===== config.mk =====
export PLATFORM = sky130hd
export DESIGN_NAME = seg7_scan_ctrl
export DESIGN_NICKNAME = d
export VERILOG_FILES = /design/src/rtl/seg7_pkg.sv /design/src/rtl/seg7_tick_gen.sv /design/src/rtl/seg7_scan_ctrl.sv
export SDC_FILE = /design/constraint.sdc
export NUM_CORES = 1
export LEC_CHECK = 0
export BUFFER_PORTS_ARGS = -buffer_cell sky130_fd_sc_hd__buf_2
export CORE_ASPECT_RATIO = 0.6
export CORE_MARGIN = 2
export CORE_UTILIZATION = 30
export CTS_BUF_LIST = sky130_fd_sc_hd__clkbuf_16
export CTS_CLUSTER_DIAMETER = 60
export DETAILED_ROUTE_END_ITERATION = 8
export PLACE_DENSITY = 0.56
export SLEW_MARGIN = 25
export SYNTH_ARGS = -nofsm -noshare
export SYNTH_HDL_FRONTEND = slang
export SYNTH_SLANG_ARGS = --single-unit

===== constraint.sdc =====
create_clock -name clk -period 2.92 [get_ports clk]
set_input_delay 0.146 -clock clk [delete_from_list [all_inputs] [get_ports clk]]
set_output_delay 0.146 -clock clk [all_outputs]
set_load 0.05 [all_outputs]

===== src/rtl/seg7_pkg.sv =====
// Shared types and helpers for the seven-segment scan controller.
package seg7_pkg;
    localparam int MAX_DIGITS = 8;

    typedef logic [15:0]                 cnt_t;
    typedef logic [2:0]                  idx_t;
    typedef logic [MAX_DIGITS-1:0][3:0]  nib_vec_t;
    typedef logic [MAX_DIGITS-1:0]       dp_vec_t;

    function automatic logic [MAX_DIGITS-1:0] onehot_sel(input idx_t idx, input logic active_low);
        logic [MAX_DIGITS-1:0] sel;
        sel      = '0;
        sel[idx] = 1'b1;
        return active_low ? ~sel : sel;
    endfunction
endpackage


===== src/rtl/seg7_tick_gen.sv =====
// Digit-slot prescaler: counts while enabled and pulses tick on the last cycle of a slot.
// With SEG7_SCAN_BLANK_EN defined, blank flags that last cycle so the strobe can be suppressed.
module seg7_tick_gen
    import seg7_pkg::*;
#(
    parameter int PRESCALE = 1000
) (
    input  logic clk,
    input  logic rst_n,
    input  logic ena,
    output logic tick,
    output logic blank
);
    cnt_t count;
    logic slot_end;

    assign slot_end = (count == cnt_t'(PRESCALE - 1));
    assign tick     = slot_end && ena;

`ifdef SEG7_SCAN_BLANK_EN
    assign blank = slot_end;
`else
    assign blank = 1'b0;
`endif

    // Count holds while disabled so the scan resumes mid-slot.
    always_ff @(posedge clk or negedge rst_n) begin
        if (!rst_n)
            count <= '0;
        else if (tick)
            count <= '0;
        else if (ena)
            count <= count + 16'd1;
    end
endmodule


===== src/rtl/seg7_scan_ctrl.sv =====
// Time-multiplexed seven-segment scan controller with frame-aligned load/ack value updates.
// Optional inter-digit blanking is enabled by defining SEG7_SCAN_BLANK_EN.
module seg7_scan_ctrl
    import seg7_pkg::*;
#(
    parameter int NUM_DIGITS     = 4,
    parameter int PRESCALE       = 1000,
    parameter bit SEL_ACTIVE_LOW = 1'b0
) (
    input  logic                    clk,
    input  logic                    rst_n,
    input  logic                    ena,
    input  logic [4*NUM_DIGITS-1:0] value_i,
    input  logic [NUM_DIGITS-1:0]   dp_i,
    input  logic                    load_i,
    output logic                    load_ack_o,
    output logic                    pending_o,
    output logic [3:0]              bin_o,
    output logic                    dp_o,
    output logic [NUM_DIGITS-1:0]   digit_sel_o,
    output logic                    frame_o
);
    localparam logic [NUM_DIGITS-1:0] SEL_OFF = {NUM_DIGITS{SEL_ACTIVE_LOW}};

    logic                  tick, blank, boundary, sel_on;
    logic [MAX_DIGITS-1:0] sel_full;
    logic [NUM_DIGITS-1:0] sel_next;
    idx_t                  idx;
    nib_vec_t              disp_nib, pend_nib;
    dp_vec_t               disp_dp, pend_dp;
    logic                  pending;

    seg7_tick_gen #(.PRESCALE(PRESCALE)) u_tick (
        .clk   (clk),
        .rst_n (rst_n),
        .ena   (ena),
        .tick  (tick),
        .blank (blank)
    );

    assign boundary  = tick && (idx == idx_t'(NUM_DIGITS - 1));
    assign pending_o = pending;

    always_comb begin
        sel_on   = ena && !blank;
        sel_full = onehot_sel(idx, SEL_ACTIVE_LOW);
        sel_next = sel_on ? sel_full[NUM_DIGITS-1:0] : SEL_OFF;
    end

    always_ff @(posedge clk or negedge rst_n) begin
        if (!rst_n) begin
            idx         <= '0;
            disp_nib    <= '0;
            disp_dp     <= '0;
            pend_nib    <= '0;
            pend_dp     <= '0;
            pending     <= 1'b0;
            bin_o       <= '0;
            dp_o        <= 1'b0;
            digit_sel_o <= SEL_OFF;
            frame_o     <= 1'b0;
            load_ack_o  <= 1'b0;
        end else begin
            if (tick)
                idx <= (idx == idx_t'(NUM_DIGITS - 1)) ? '0 : idx + 3'd1;

            // The old pending value is applied even when a new load lands on the boundary.
            if (boundary && pending) begin
                disp_nib <= pend_nib;
                disp_dp  <= pend_dp;
            end

            if (load_i) begin
                pend_nib <= nib_vec_t'(value_i);
                pend_dp  <= dp_vec_t'(dp_i);
                pending  <= 1'b1;
            end else if (boundary) begin
                pending  <= 1'b0;
            end

            bin_o       <= disp_nib[idx];
            dp_o        <= disp_dp[idx];
            digit_sel_o <= sel_next;
            frame_o     <= boundary;
            load_ack_o  <= boundary && pending;
        end
    end
endmodule

==> key figures <==
Routing
  • Vias: 1,670
  • Residual DRC: 0
  • Post-route ant nets: 0
  • Vias per cell: 4.34
  • Initial DRC Count: 86
  • DRT Wirelength: 5.35 mm
  • Drt pass-1 iters: 4
  • Routed WL per cell: 13.9 um

Logic synthesis
  • XOR/XNOR Fraction of Synth Area: 0.0401
  • Post-Syn Area per Cell: 14.7 um^2
  • Post-synth ARST share: 1.00
  • Synth warnings: 0
  • Largest area contributor in the netlist: dfrtp_1
  • Complex-gate fraction of the synthesized area: 0.00736
  • Primary FF master, synth: dfrtp_1
  • Syn Inst Count: 208
  • Adder-cell share of the synthesized area: 0.00818
  • Synth cell types: 34
  • Combinational family with the most area after synthesis: multiplexers
  • Syn Std Cell Area: 3060 um^2
  • Synth top area cells: dfrtp_1 (58%), mux2_4 (9.3%), mux2_2 (8.1%)
  • Post-synth net total: 234
  • Multiplexer area fraction after synthesis: 0.211
  • EDFF count, synth: 0
  • Area share of the leading cell type in the synthesized netlist: 0.581
  • Post-synth top cells: dfrtp_1 (71), mux2_2 (22), mux2_4 (19)
  • Post-synthesis sequential area ratio: 0.581
  • #FFs+latches synth: 71
  • Synth Area in Simple Gates: 0.126
  • Most frequent cell after synthesis: dfrtp_1

Clock network
  • CTS sink cnt: 71
  • Hold-fix buffer count after cts: 0
  • Clk_lat worst skew: 0.33 ns
  • CTS tree: yes
  • Reg clk slew, reported paths: 0.06 ns
  • Inserted Clock Buffers: 9
  • Max clock buf depth: 2
  • Root Driver: clkbuf_16
  • Post-CTS sizing: 0
  • H-tree Lvls: 3
  • Post-CTS setup buffers: 0

Die
  • Die Wd: 134 um
  • Die span in y: 82.2 um
  • I/O pin count: 36
  • Starting Density: 0.310
  • # rows: 28
  • Die ar.: 11,100 um^2
  • Core footprint: 9880 um^2

Timing
  • Fin. max-slew vios: 0
  • TNS Setup: 0 ns
  • Final Hold Fails: 7
  • Least-Margin Pin Slew: 0.894 ns
  • Fmax: 0.454 GHz
  • Final min period: 2.20 ns
  • RSZ-0062 raised after global routing: false
  • Setup WS post-layout: 0.717 ns
  • Hold slack final: -0.00684 ns
  • Final setup vio count: 0
  • Worst Skew: 0.00514 ns
  • Slew margin rel.: 0.404
  • Crit share post-route: 0.754

Final layout
  • Final std cells w/o fill: 385
  • Fillers: 975
  • Synth-to-Final Area Change: 19.3%
  • Storage cell area: 1780 um^2
  • Nets: 271
  • Post-layout instance area: 3650 um^2
  • Fraction of layout cells with a size suffix above 1: 0.412
  • Multi-input combinational cell area: 1200 um^2
  • Final core occ: 0.369
  • Antenna cells: 0

Run
  • MaxCap Viol Count: 0

Worst hold path
  • Hold Path Class: in2async

Place
  • Placed cell count: 369
  • Final RePlAce weighted congestion: 0.754
  • Dpl cell area: 3340 um^2
  • Port-buffer cells: 35
  • Pre-CTS setup slack: 0.682 ns
  • HPWL Detailed: 3.58 mm

Setup path
  • CP Cell Sequence: ha_1 -> nor2b_1 -> nand2_1 -> nor2_8 -> mux2_2
  • Crit start category: flop
  • Critical path required time: 3.14 ns
  • CP endpoint kind: flop
  • Slowest CP cell: dfrtp_1
  • CP arrival: 2.42 ns
  • CP startpoint: idx[0]
  • Critical R2R Launch: idx[0]
  • Slowest stage delay, CP: 0.67 ns
  • Max FO, Critical Path: 21
  • Crit path kind: reg2reg

Global routing
  • Initial antenna violation count: 0
  • Pin count of the biggest net entering global routing: 72
  • First-pass GRT wire length: 9.01 mm
  • Grt ovf: 0
  • All-Layer GR Usage: 0.110
  • Number of global-route vias before repair: 1,725

Power
  • Worst vdd ir: 0.282 mV
  • Total power: 2.42 mW
  • LEAKAGE: 1.74 nW
  • Pwr dens: 664 nW/um^2

Outcome
  • Status: finished with violations
  • Violated checks: hold timing
## sequential cells by signal (all words and copies together) (netlist names)
register and flops:
pend_dp 4, load_ack_o 1, pending_o 1, dp_o 1, bin_o 4, digit_sel_o 4, frame_o 1, disp_dp 4
pend_nib 16, disp_nib 16, idx 3, u_tick.count 16
## worst paths after layout
path                                endpoint  slack [ns]  cells after the start
worst max-delay path            disp_nib[12]        0.72                      5
worst min-delay path                    dp_o      -0.007                      2
worst max register to register  disp_nib[12]        0.72                      5
worst min register to register   disp_nib[9]        0.50                      1
max in group asynchronous       pend_nib[13]        2.31                      2
min in group clk                  pend_dp[0]        0.04                      2
## final cells by class
type                    instances  area share
repair buffers                 36      0.0501
flip-flops and latches         71       0.487
clock buffers                   9      0.0617
well taps                     135      0.0463
clock inverters                 7      0.0243
inverters                       2     0.00206
multi-input cells             125       0.329
## worst max-delay path: cells and delay by family (launching register included)
kind | cells | cell delay [ns]
adder cells (fa/ha/maj) | 1 | 0.29
flip-flops | 1 | 0.67
multiplexers | 1 | 0.39
AND/OR/NAND/NOR | 3 | 0.73
## logic make-up after synthesis
family / Yosys count
AOI/OAI and AO/OA: 4
xor gates and xnor gates: 14
adders and majority gates: 2
buffers and inverters: 12
DFF: 71
muxes: 46
and+or+nand+nor: 59
## power breakdown
group / switching (mW) / internal [mW] / leakage, nW
combinational: 0.0736 / 0.0887 / 0.656
clock: 0.403 / 0.740 / 0.154
sequential: 0.0683 / 1.05 / 0.929
total: 0.545 / 1.88 / 1.74
## routing by layer
| metal | GRT usage | vias up | share of wire | wire length (um) |
|---|---|---|---|---|
| met3 | 0.0446 | 8 | 0.048 | 255 |
| met5 | 0 | - | 0 | 0 |
| met1 | 0.155 | 815 | 0.55 | 2920 |
| met2 | 0.147 | 37 | 0.39 | 2100 |
| li1 | - | 810 | - | - |
| met4 | 0.0505 | 0 | 0.013 | 70 |
## cell usage in the layout (no fill, tap or decap)
master,n
bufinv_16,2
nand4_4,1
xor2_1,7
xnor2_1,7
nand2b_1,2
clkinv_2,1
buf_4,1
nand3_1,5
nand4_1,7
buf_2,35
clkinv_4,1
or4b_1,1
and3_2,1
and4_1,2
clkinv_1,1
dfrtp_1,71
nor3b_1,1
clkbuf_16,9
mux4_2,5
nor3_1,1
mux2_4,19
a21boi_0,1
and2_1,1
and4_4,1
nor2_8,1
nor4_1,1
or3_1,1
nor4_4,1
inv_1,3
nor2_1,12
and3_1,3
o21ai_0,3
nor2b_1,7
clkinvlp_4,1
and4bb_2,2
nand2_1,8
mux2_2,22
ha_1,2
(Power assumes the default switching activity.)
